--- src/rtl/phase_mux_n.sv ---
// phase_mux_n: registered N-channel phase selector that blanks the lamps for BLANK cycles on a channel change.
// Define PHASE_MUX_REQ_QUEUE_EN to keep a one-deep queue of requests that arrive during blanking.
module phase_mux_n #(
  parameter int N     = 4,
  parameter int W     = 3,
  parameter int BLANK = 2,
  parameter int SW    = $clog2(N)
) (
  input  logic            clk,
  input  logic            reset,
  input  logic [N*W-1:0]  d,
  input  logic [SW-1:0]   sel,
  input  logic            sel_req,
  output logic            sel_ack,
  output logic            sel_err,
  output logic            busy,
  output logic [SW-1:0]   cur_sel,
  output logic [W-1:0]    y
);

  localparam int CW = (BLANK > 1) ? $clog2(BLANK) : 1;
  localparam logic [SW:0]   N_L      = (SW+1)'(N);
  localparam logic [CW-1:0] CNT_INIT = (BLANK > 0) ? CW'(BLANK - 1) : {CW{1'b0}};

  typedef enum logic [0:0] {ST_HOLD = 1'b0, ST_BLANK = 1'b1} state_t;

  state_t          state_r, state_nxt;
  logic [CW-1:0]   cnt_r, cnt_nxt;
  logic [SW-1:0]   pend_r, pend_nxt;
  logic [SW-1:0]   cur_sel_r, cur_nxt;
  logic [W-1:0]    y_r, y_nxt;
  logic            ack_r, ack_nxt;
  logic            err_r, err_nxt;
  logic            busy_r, busy_nxt;
  logic            req_s;
  logic [SW-1:0]   req_sel_s;
  logic            req_ok_s;

  function automatic logic [W-1:0] chan_word(input logic [N*W-1:0] dv, input logic [SW-1:0] idx);
    logic [W-1:0] res;
    res = {W{1'b0}};
    for (int i = 0; i < N; i++) begin
      if (idx == SW'(i)) res = dv[i*W +: W];
    end
    return res;
  endfunction

`ifdef PHASE_MUX_REQ_QUEUE_EN
  logic            q_valid_r, q_valid_nxt;
  logic [SW-1:0]   q_sel_r, q_sel_nxt;
  logic            sel_ok_s;

  assign sel_ok_s = ({1'b0, sel} < N_L);

  // A queued request stands in for sel_req in the first HOLD cycle after blanking
  always_comb begin
    if (q_valid_r) begin
      req_s     = 1'b1;
      req_sel_s = q_sel_r;
    end else begin
      req_s     = sel_req;
      req_sel_s = sel;
    end
  end
`else
  assign req_s     = sel_req;
  assign req_sel_s = sel;
`endif

  assign req_ok_s = ({1'b0, req_sel_s} < N_L);

  // State register
  always_ff @(posedge clk or posedge reset) begin
    if (reset) state_r <= ST_HOLD;
    else       state_r <= state_nxt;
  end

  // Next-state logic
  always_comb begin
    state_nxt = state_r;
    case (state_r)
      ST_HOLD: begin
        if (req_s && req_ok_s && (req_sel_s != cur_sel_r) && (BLANK > 0)) state_nxt = ST_BLANK;
        else state_nxt = ST_HOLD;
      end
      ST_BLANK: begin
        if (cnt_r == {CW{1'b0}}) state_nxt = ST_HOLD;
        else state_nxt = ST_BLANK;
      end
      default: state_nxt = ST_HOLD;
    endcase
  end

  // Datapath and handshake next values
  always_comb begin
    y_nxt    = y_r;
    cur_nxt  = cur_sel_r;
    pend_nxt = pend_r;
    cnt_nxt  = cnt_r;
    ack_nxt  = 1'b0;
    err_nxt  = 1'b0;
    busy_nxt = busy_r;
`ifdef PHASE_MUX_REQ_QUEUE_EN
    q_valid_nxt = q_valid_r;
    q_sel_nxt   = q_sel_r;
`endif
    case (state_r)
      ST_HOLD: begin
        y_nxt    = chan_word(d, cur_sel_r);
        busy_nxt = 1'b0;
`ifdef PHASE_MUX_REQ_QUEUE_EN
        q_valid_nxt = 1'b0;
`endif
        if (req_s && !req_ok_s) begin
          err_nxt = 1'b1;
        end else if (req_s && (req_sel_s == cur_sel_r)) begin
          ack_nxt = 1'b1;
        end else if (req_s) begin
          if (BLANK > 0) begin
            pend_nxt = req_sel_s;
            cnt_nxt  = CNT_INIT;
            y_nxt    = {W{1'b0}};
            busy_nxt = 1'b1;
          end else begin
            cur_nxt = req_sel_s;
            y_nxt   = chan_word(d, req_sel_s);
            ack_nxt = 1'b1;
          end
        end else begin
          ack_nxt = 1'b0;
        end
      end
      ST_BLANK: begin
        y_nxt = {W{1'b0}};
        if (cnt_r == {CW{1'b0}}) begin
          cur_nxt  = pend_r;
          y_nxt    = chan_word(d, pend_r);
          ack_nxt  = 1'b1;
          busy_nxt = 1'b0;
        end else begin
          cnt_nxt  = cnt_r - CW'(1'b1);
          busy_nxt = 1'b1;
        end
`ifdef PHASE_MUX_REQ_QUEUE_EN
        // On the returning edge the ack wins; an invalid request there is dropped
        if (sel_req && sel_ok_s) begin
          q_valid_nxt = 1'b1;
          q_sel_nxt   = sel;
        end else if (sel_req && !ack_nxt) begin
          err_nxt = 1'b1;
        end else begin
          q_valid_nxt = q_valid_r;
        end
`endif
      end
      default: begin
        y_nxt    = {W{1'b0}};
        busy_nxt = 1'b0;
      end
    endcase
  end

  // Registered datapath, handshake and queue
  always_ff @(posedge clk or posedge reset) begin
    if (reset) begin
      cnt_r     <= {CW{1'b0}};
      pend_r    <= {SW{1'b0}};
      cur_sel_r <= {SW{1'b0}};
      y_r       <= {W{1'b0}};
      ack_r     <= 1'b0;
      err_r     <= 1'b0;
      busy_r    <= 1'b0;
`ifdef PHASE_MUX_REQ_QUEUE_EN
      q_valid_r <= 1'b0;
      q_sel_r   <= {SW{1'b0}};
`endif
    end else begin
      cnt_r     <= cnt_nxt;
      pend_r    <= pend_nxt;
      cur_sel_r <= cur_nxt;
      y_r       <= y_nxt;
      ack_r     <= ack_nxt;
      err_r     <= err_nxt;
      busy_r    <= busy_nxt;
`ifdef PHASE_MUX_REQ_QUEUE_EN
      q_valid_r <= q_valid_nxt;
      q_sel_r   <= q_sel_nxt;
`endif
    end
  end

  assign y       = y_r;
  assign cur_sel = cur_sel_r;
  assign sel_ack = ack_r;
  assign sel_err = err_r;
  assign busy    = busy_r;

endmodule

--- config.mk ---
export PLATFORM = sky130hd
export DESIGN_NAME = phase_mux_n
export DESIGN_NICKNAME = d
export VERILOG_FILES = /design/src/rtl/phase_mux_n.sv
export SDC_FILE = /design/constraint.sdc
export NUM_CORES = 1
export LEC_CHECK = 0
export CORE_MARGIN = 1.5
export CORE_UTILIZATION = 42
export DETAILED_ROUTE_END_ITERATION = 6
export GPL_ROUTABILITY_DRIVEN = 0
export PLACE_DENSITY = 0.81
export SKIP_CTS_REPAIR_TIMING = 1
export SLEW_MARGIN = 25
export SYNTH_ARGS = -nofsm -noshare
export SYNTH_HDL_FRONTEND = slang
export SYNTH_SLANG_ARGS = --single-unit
--- constraint.sdc ---
create_clock -name clk -period 2.5 [get_ports clk]
set_input_delay 0.625 -clock clk [delete_from_list [all_inputs] [get_ports clk]]
set_output_delay 0.625 -clock clk [all_outputs]
set_load 0.005 [all_outputs]
==> flow_results.xml <==
<?xml version="1.0" encoding="UTF-8"?>
<metrics>
  <group name="yosys">
    <metric name="yosys_warn_count" unit="">0</metric>
    <metric name="syn-cell-area" unit="um^2">549</metric>
    <metric name="synthesis.area_per_instance" unit="um^2">14.5</metric>
    <metric name="synth-compound-area-share" unit="">0.105</metric>
    <metric name="yosys.area_share.adder" unit="">0</metric>
    <metric name="simple_gate_share_of_the_synthesized_area" unit="">0.0251</metric>
    <metric name="synth_xor_xnor_area_share" unit="">0.0319</metric>
    <metric name="sequential_to_total_area_share_from_yosys_stat" unit="">0.456</metric>
    <metric name="synth_cell_type_count" unit="">15</metric>
    <metric name="netlist_instances" unit="">38</metric>
    <metric name="synthesized_net_count" unit="">55</metric>
    <metric name="main_combinational_cell_family_by_area_after_synthesis" unit="">multiplexers</metric>
    <metric name="synth-seq-cells" unit="">10</metric>
    <metric name="synth.area.mux_share" unit="">0.342</metric>
  </group>
  <group name="worst_setup_path">
    <metric name="worst_path_arrival_time" unit="ns">1.31</metric>
    <metric name="start_kind" unit="">flop</metric>
    <metric name="critical_path_depth" unit="">1</metric>
    <metric name="crit_path_cell_trace" unit="">clkdlybuf4s50_1</metric>
    <metric name="critPathTopFamily" unit="">buffers and inverters</metric>
    <metric name="critical-path-slowest-cell" unit="">sky130_fd_sc_hd__clkdlybuf4s50_1</metric>
    <metric name="critPathCaptureType" unit="">output port</metric>
    <metric name="path_class" unit="">flop to output port</metric>
    <metric name="critical_path.max_stage_delay" unit="ns">0.56</metric>
    <metric name="worst-endpoint-required" unit="ns">1.88</metric>
    <metric name="worstPathMaxFanout" unit="">6</metric>
    <metric name="critical_path_buf_inv_count" unit="">1</metric>
    <metric name="r2r.worst_path.cells" unit="">2</metric>
  </group>
  <group name="clock_network">
    <metric name="cts_num_sinks" unit="">10</metric>
    <metric name="h-tree-depth" unit="">1</metric>
    <metric name="clock_tree.root_cell" unit="">sky130_fd_sc_hd__clkbuf_4</metric>
    <metric name="clk_pin_slew_worst_paths" unit="ns">0.07</metric>
    <metric name="clk_path_buf_depth" unit="">2</metric>
    <metric name="tritoncts_clock_tree" unit="">built</metric>
    <metric name="numCtsBuffers" unit="">3</metric>
    <metric name="clk_latency" unit="ns">0.26</metric>
  </group>
  <group name="routing">
    <metric name="remaining_drc_errors" unit="">0</metric>
    <metric name="dr.first_iter.drc_count" unit="">12</metric>
    <metric name="totalWireLength" unit="um">1290</metric>
    <metric name="firstDrtPassIters" unit="">4</metric>
    <metric name="wl_per_cell" unit="um">16.5</metric>
    <metric name="routed-via-count" unit="">436</metric>
    <metric name="avgViaCountPerCell" unit="">5.59</metric>
    <metric name="postRouteAntennaNets" unit="">0</metric>
  </group>
  <group name="run_status">
    <metric name="result_of_the_run" unit="">complete, no violations</metric>
  </group>
  <group name="layout">
    <metric name="antenna-diode-count" unit="">0</metric>
    <metric name="final_layout_size_suffix_gt1_frac" unit="">0.141</metric>
    <metric name="finalInstanceArea" unit="um^2">826</metric>
    <metric name="finish.net_count" unit="">82</metric>
    <metric name="syn2layout_area_growth" unit="%">50.3</metric>
    <metric name="layout.cells.most_common" unit="">sky130_fd_sc_hd__clkdlybuf4s50_1</metric>
    <metric name="final_cell_mix" unit="">sky130_fd_sc_hd__clkdlybuf4s50_1 (23), sky130_fd_sc_hd__dfrtp_1 (10), sky130_fd_sc_hd__mux2_1 (4), sky130_fd_sc_hd__mux4_2 (4)</metric>
  </group>
  <group name="power_and_ir_drop">
    <metric name="power-per-cell-area" unit="nW/um^2">1080</metric>
    <metric name="power" unit="W">0.000896</metric>
    <metric name="power.ir.vdd_worst" unit="mV">0.678</metric>
    <metric name="leakage" unit="nW">0.346</metric>
  </group>
  <group name="timing">
    <metric name="max_freq" unit="MHz">516</metric>
    <metric name="maxSlewViolCount" unit="">0</metric>
    <metric name="final_min_period_over_clock_period" unit="">0.776</metric>
    <metric name="slew_headroom" unit="">0.637</metric>
    <metric name="final_period_minus_worst_setup_slack" unit="ns">1.94</metric>
    <metric name="timing_worst_slew_pin_value" unit="ns">0.542</metric>
    <metric name="timing.final.hold_violations" unit="">0</metric>
    <metric name="grt_setup_unrepaired" unit="">false</metric>
    <metric name="finClkSkew" unit="ns">0.00583</metric>
    <metric name="report.final.setup_viol" unit="">0</metric>
    <metric name="aggregate_negative_setup_slack" unit="ns">0</metric>
  </group>
  <group name="grt">
    <metric name="first_global_vias" unit="">411</metric>
    <metric name="grt_max_degree" unit="">11</metric>
    <metric name="grt-busiest-layer" unit="">met2</metric>
    <metric name="overflow" unit="">0</metric>
    <metric name="met2_demand_to_capacity_share_in_global_routing" unit="">0.346</metric>
    <metric name="grt.met3_usage" unit="">0.0520</metric>
    <metric name="wire_length_of_the_first_global_routing_pass" unit="um">1990</metric>
    <metric name="grt.met1_usage" unit="">0.260</metric>
    <metric name="gr-usage-all-layers" unit="">0.201</metric>
    <metric name="antenna_found_initial" unit="">0</metric>
  </group>
  <group name="floorplan">
    <metric name="core_area" unit="um^2">1160</metric>
    <metric name="design.die.area" unit="um^2">1530</metric>
    <metric name="dieWidth" unit="um">39.2</metric>
    <metric name="top_level_ports" unit="">25</metric>
    <metric name="floorplan.initialDensity" unit="">0.475</metric>
    <metric name="floorplan.die.height" unit="um">39.2</metric>
    <metric name="row_count" unit="">12</metric>
  </group>
  <group name="hold_path">
    <metric name="worst_hold_path_type" unit="">flop to flop</metric>
    <metric name="hold_depth" unit="">1</metric>
  </group>
  <group name="place">
    <metric name="dpl_cell_area" unit="um^2">790</metric>
    <metric name="buffer_ports.inserted" unit="">23</metric>
    <metric name="place.detailed.hpwl" unit="um">1040</metric>
  </group>
  <group name="run">
    <metric name="max_cap_violations" unit="">0</metric>
  </group>
</metrics>
==> layout make-up <==
| type | count | area [um^2] |
|---|---|---|
| fillers | 86 | 330 |
| multi-input cells | 24 | 280 |
| well taps | 14 | 17.5 |
| clock buffers | 4 | 36.3 |
| flip-flops and latches | 10 | 250 |
| repair buffers | 23 | 230 |
| inverters | 3 | 11.3 |
==> Yosys cell counts <==
cell type	instances	area (um^2)
sky130_fd_sc_hd__inv_2	1	3.75
sky130_fd_sc_hd__buf_4	1	7.51
sky130_fd_sc_hd__dfrtp_1	10	250
sky130_fd_sc_hd__o21ai_1	3	15.0
sky130_fd_sc_hd__mux4_1	2	52.6
sky130_fd_sc_hd__a32o_1	3	30.0
sky130_fd_sc_hd__nor2b_1	1	6.26
sky130_fd_sc_hd__a21oi_1	1	5.00
sky130_fd_sc_hd__xor2_1	2	17.5
sky130_fd_sc_hd__a21o_1	1	7.51
sky130_fd_sc_hd__mux4_2	4	90.1
sky130_fd_sc_hd__nor2_1	2	7.51
sky130_fd_sc_hd__mux2_1	4	45.0
sky130_fd_sc_hd__conb_1	1	3.75
sky130_fd_sc_hd__inv_1	2	7.51
==> power breakdown <==
part	total, W	internal (W)	switching [W]
registers	0.000334	0.000242	0.0000921
clock network	0.000145	0.0000884	0.0000569
logic	0.000417	0.000276	0.000141
total	0.000896	0.000606	0.000290
==> registers in the layout (all words and copies together), names as in the netlist <==
| name | flops |
|---|---|
| cur_sel | 2 |
| cnt_r | 1 |
| pend_r | 2 |
| busy | 1 |
| y | 3 |
| sel_ack | 1 |
==> per-stage QoR <==
stage | hold WS (ns) | setup slack (ns) | util | std cells
detailed placement | 0.516 | 0.491 | 0.683 | 74
global route | 0.555 | 0.509 | 0.714 | 78
finish | 0.526 | 0.560 | 0.714 | 78
CTS | 0.530 | 0.559 | 0.714 | 78
floorplan | 0.465 | 1.03 | - | 38
global placement | 0.512 | 0.520 | 0.683 | 74
==> cell families after synthesis <==
kind of cell	after synthesis
muxes	10
DFF	10
AOI/OAI and AO/OA	8
buffers and inverters	4
and+or+nand+nor	3
xor gates and xnor gates	2
other	1
==> per-layer routing <==
layer,part of all wire,vias to the layer above
met5,0,-
met4,0,0
met3,0.062,0
met2,0.54,23
met1,0.40,212
li1,-,201
==> path summary, 6_finish.rpt <==
kind                                  from          to  slack (ns)
worst min-delay path                  busy       cnt_r        0.53
worst min register to register        busy       cnt_r        0.53
max in group asynchronous            reset  cur_sel[1]        1.61
worst max-delay path            cur_sel[0]  cur_sel[0]        0.56
worst max register to register  cur_sel[0]        y[0]        1.04
min in group asynchronous            reset       cnt_r        0.63
Power figures use the tool's default switching activity.
==> patch (same settings) <==
The parameter `W` goes from 3 to 6.
--- a/src/rtl/phase_mux_n.sv
+++ b/src/rtl/phase_mux_n.sv
@@ -4,3 +4,3 @@
   parameter int N     = 4,
-  parameter int W     = 3,
+  parameter int W     = 6,
   parameter int BLANK = 2,
Ports: changed (resized d and y); port bits go from 25 to 40. No check against the original RTL was run, so the function may have changed too.
==> patch against the original RTL <==
Hold slack lost 0.020 ns. Worst setup slack gained 0.17 ns. Sequential cell count grew 3. Area after synthesis grew 57%. Sequential power grew 21%. Wire length grew 45%. Power grew 47%. Global-route usage shrank 3.2 points. Cell area grew 54%.
==> patch: results <==
{
  "tightest_slew_ns": 0.503,
  "grt_max_degree": 14,
  "path_max_fanout": 3,
  "drt_iter0_markers": 10,
  "largest_reg_flops": 6,
  "yosysSeqAreaShare": 0.376,
  "io_buffers": 38,
  "reg2reg_depth": 3,
  "yosysUniqueCellTypes": 18,
  "arrival_ns": 1.15,
  "synth_nets": 81,
  "peakVddDrop_uv": 528,
  "p_leak_nw": 0.488,
  "r2r_slack_ns": 0.96,
  "synth_area_leaders": "dfrtp_1 (38%), mux4_2 (31%), a32o_1 (6.9%)",
  "grt_util_met3": 0.0154,
  "via_count": 641,
  "drive_gt1_frac": 0.297,
  "hpwl_um": 1470,
  "fin_skew_ns": 0.000989,
  "grt_usage": 0.169,
  "hold_end": "sel_ack$_DFF_PP0_",
  "routedWlPerCell_um": 15.8,
  "use_met1": 0.191,
  "finalNetCount": 121,
  "outcome": "complete, no violations",
  "hold_path_startpoint": "cnt_r$_DFFE_PP0P_",
  "max_stage_delay_ns": 0.51,
  "swShare": 0.335,
  "r2r_end": "cur_sel[1]$_DFFE_PP0P_",
  "grtUsageMet2": 0.324,
  "r2r-start": "busy$_DFF_PP0_"
}
patch: layout make-up:
type | count | area [µm²]
Clock buffer | 3 | 22.5
Clock inverter | 1 | 5.00
Fill cell | 162 | 673
Inverter | 2 | 7.51
Multi-Input combinational cell | 32 | 479
Sequential cell | 13 | 325
Tap cell | 27 | 33.8
Timing Repair Buffer | 40 | 395
patch: power groups by stage:
| stage | sequential (mW) | combinational [mW] | clock, mW |
|---|---|---|---|
| floorplan | 0.368 | 0.595 | 0 |
| global placement | 0.410 | 0.774 | 0 |
| detailed placement | 0.410 | 0.788 | 0 |
| CTS | 0.406 | 0.792 | 0.136 |
| global route | 0.419 | 0.832 | 0.142 |
| finish | 0.404 | 0.782 | 0.129 |
patch: worst max-delay path by stage:
stage / endpoint / cells past startpoint / from / slack [ns]
after floorplan: pend_r[0]$_DFFE_PP0P_ / 3 / sel[0] / 1.04
after CTS: busy / 1 / busy$_DFF_PP0_ / 0.70
final: busy / 1 / busy$_DFF_PP0_ / 0.73
after global placement: pend_r[1]$_DFFE_PP0P_ / 4 / sel[0] / 0.47
after detailed placement: pend_r[0]$_DFFE_PP0P_ / 4 / sel[0] / 0.43
after global routing: busy / 1 / busy$_DFF_PP0_ / 0.66
patch: layer usage:
metal / routed length [µm] / part of all wire
met5: 0 / 0
met2: 1130 / 0.60
met1: 658 / 0.35
met4: 12 / 0.0064
met3: 70 / 0.037
patch: metrics by stage:
stage / area (µm²) / power (mW) / setup WS [ns] / cells
2_1_floorplan: 865 / 0.963 / 1.04 / 52
3_3_place_gp: 1240 / 1.18 / 0.467 / 114
3_5_place_dp: 1240 / 1.20 / 0.430 / 114
4_1_cts: 1270 / 1.33 / 0.701 / 118
5_1_grt: 1270 / 1.39 / 0.663 / 118
6_report: 1270 / 1.32 / 0.727 / 118
patch: kinds of logic after synthesis:
kind of cell	synth area share
and+or+nand+nor	0.0145
muxes	0.373
xor gates and xnor gates	0.0376
DFF	0.376
other	0.00434
AOI/OAI and AO/OA	0.124
buffers and inverters	0.0695
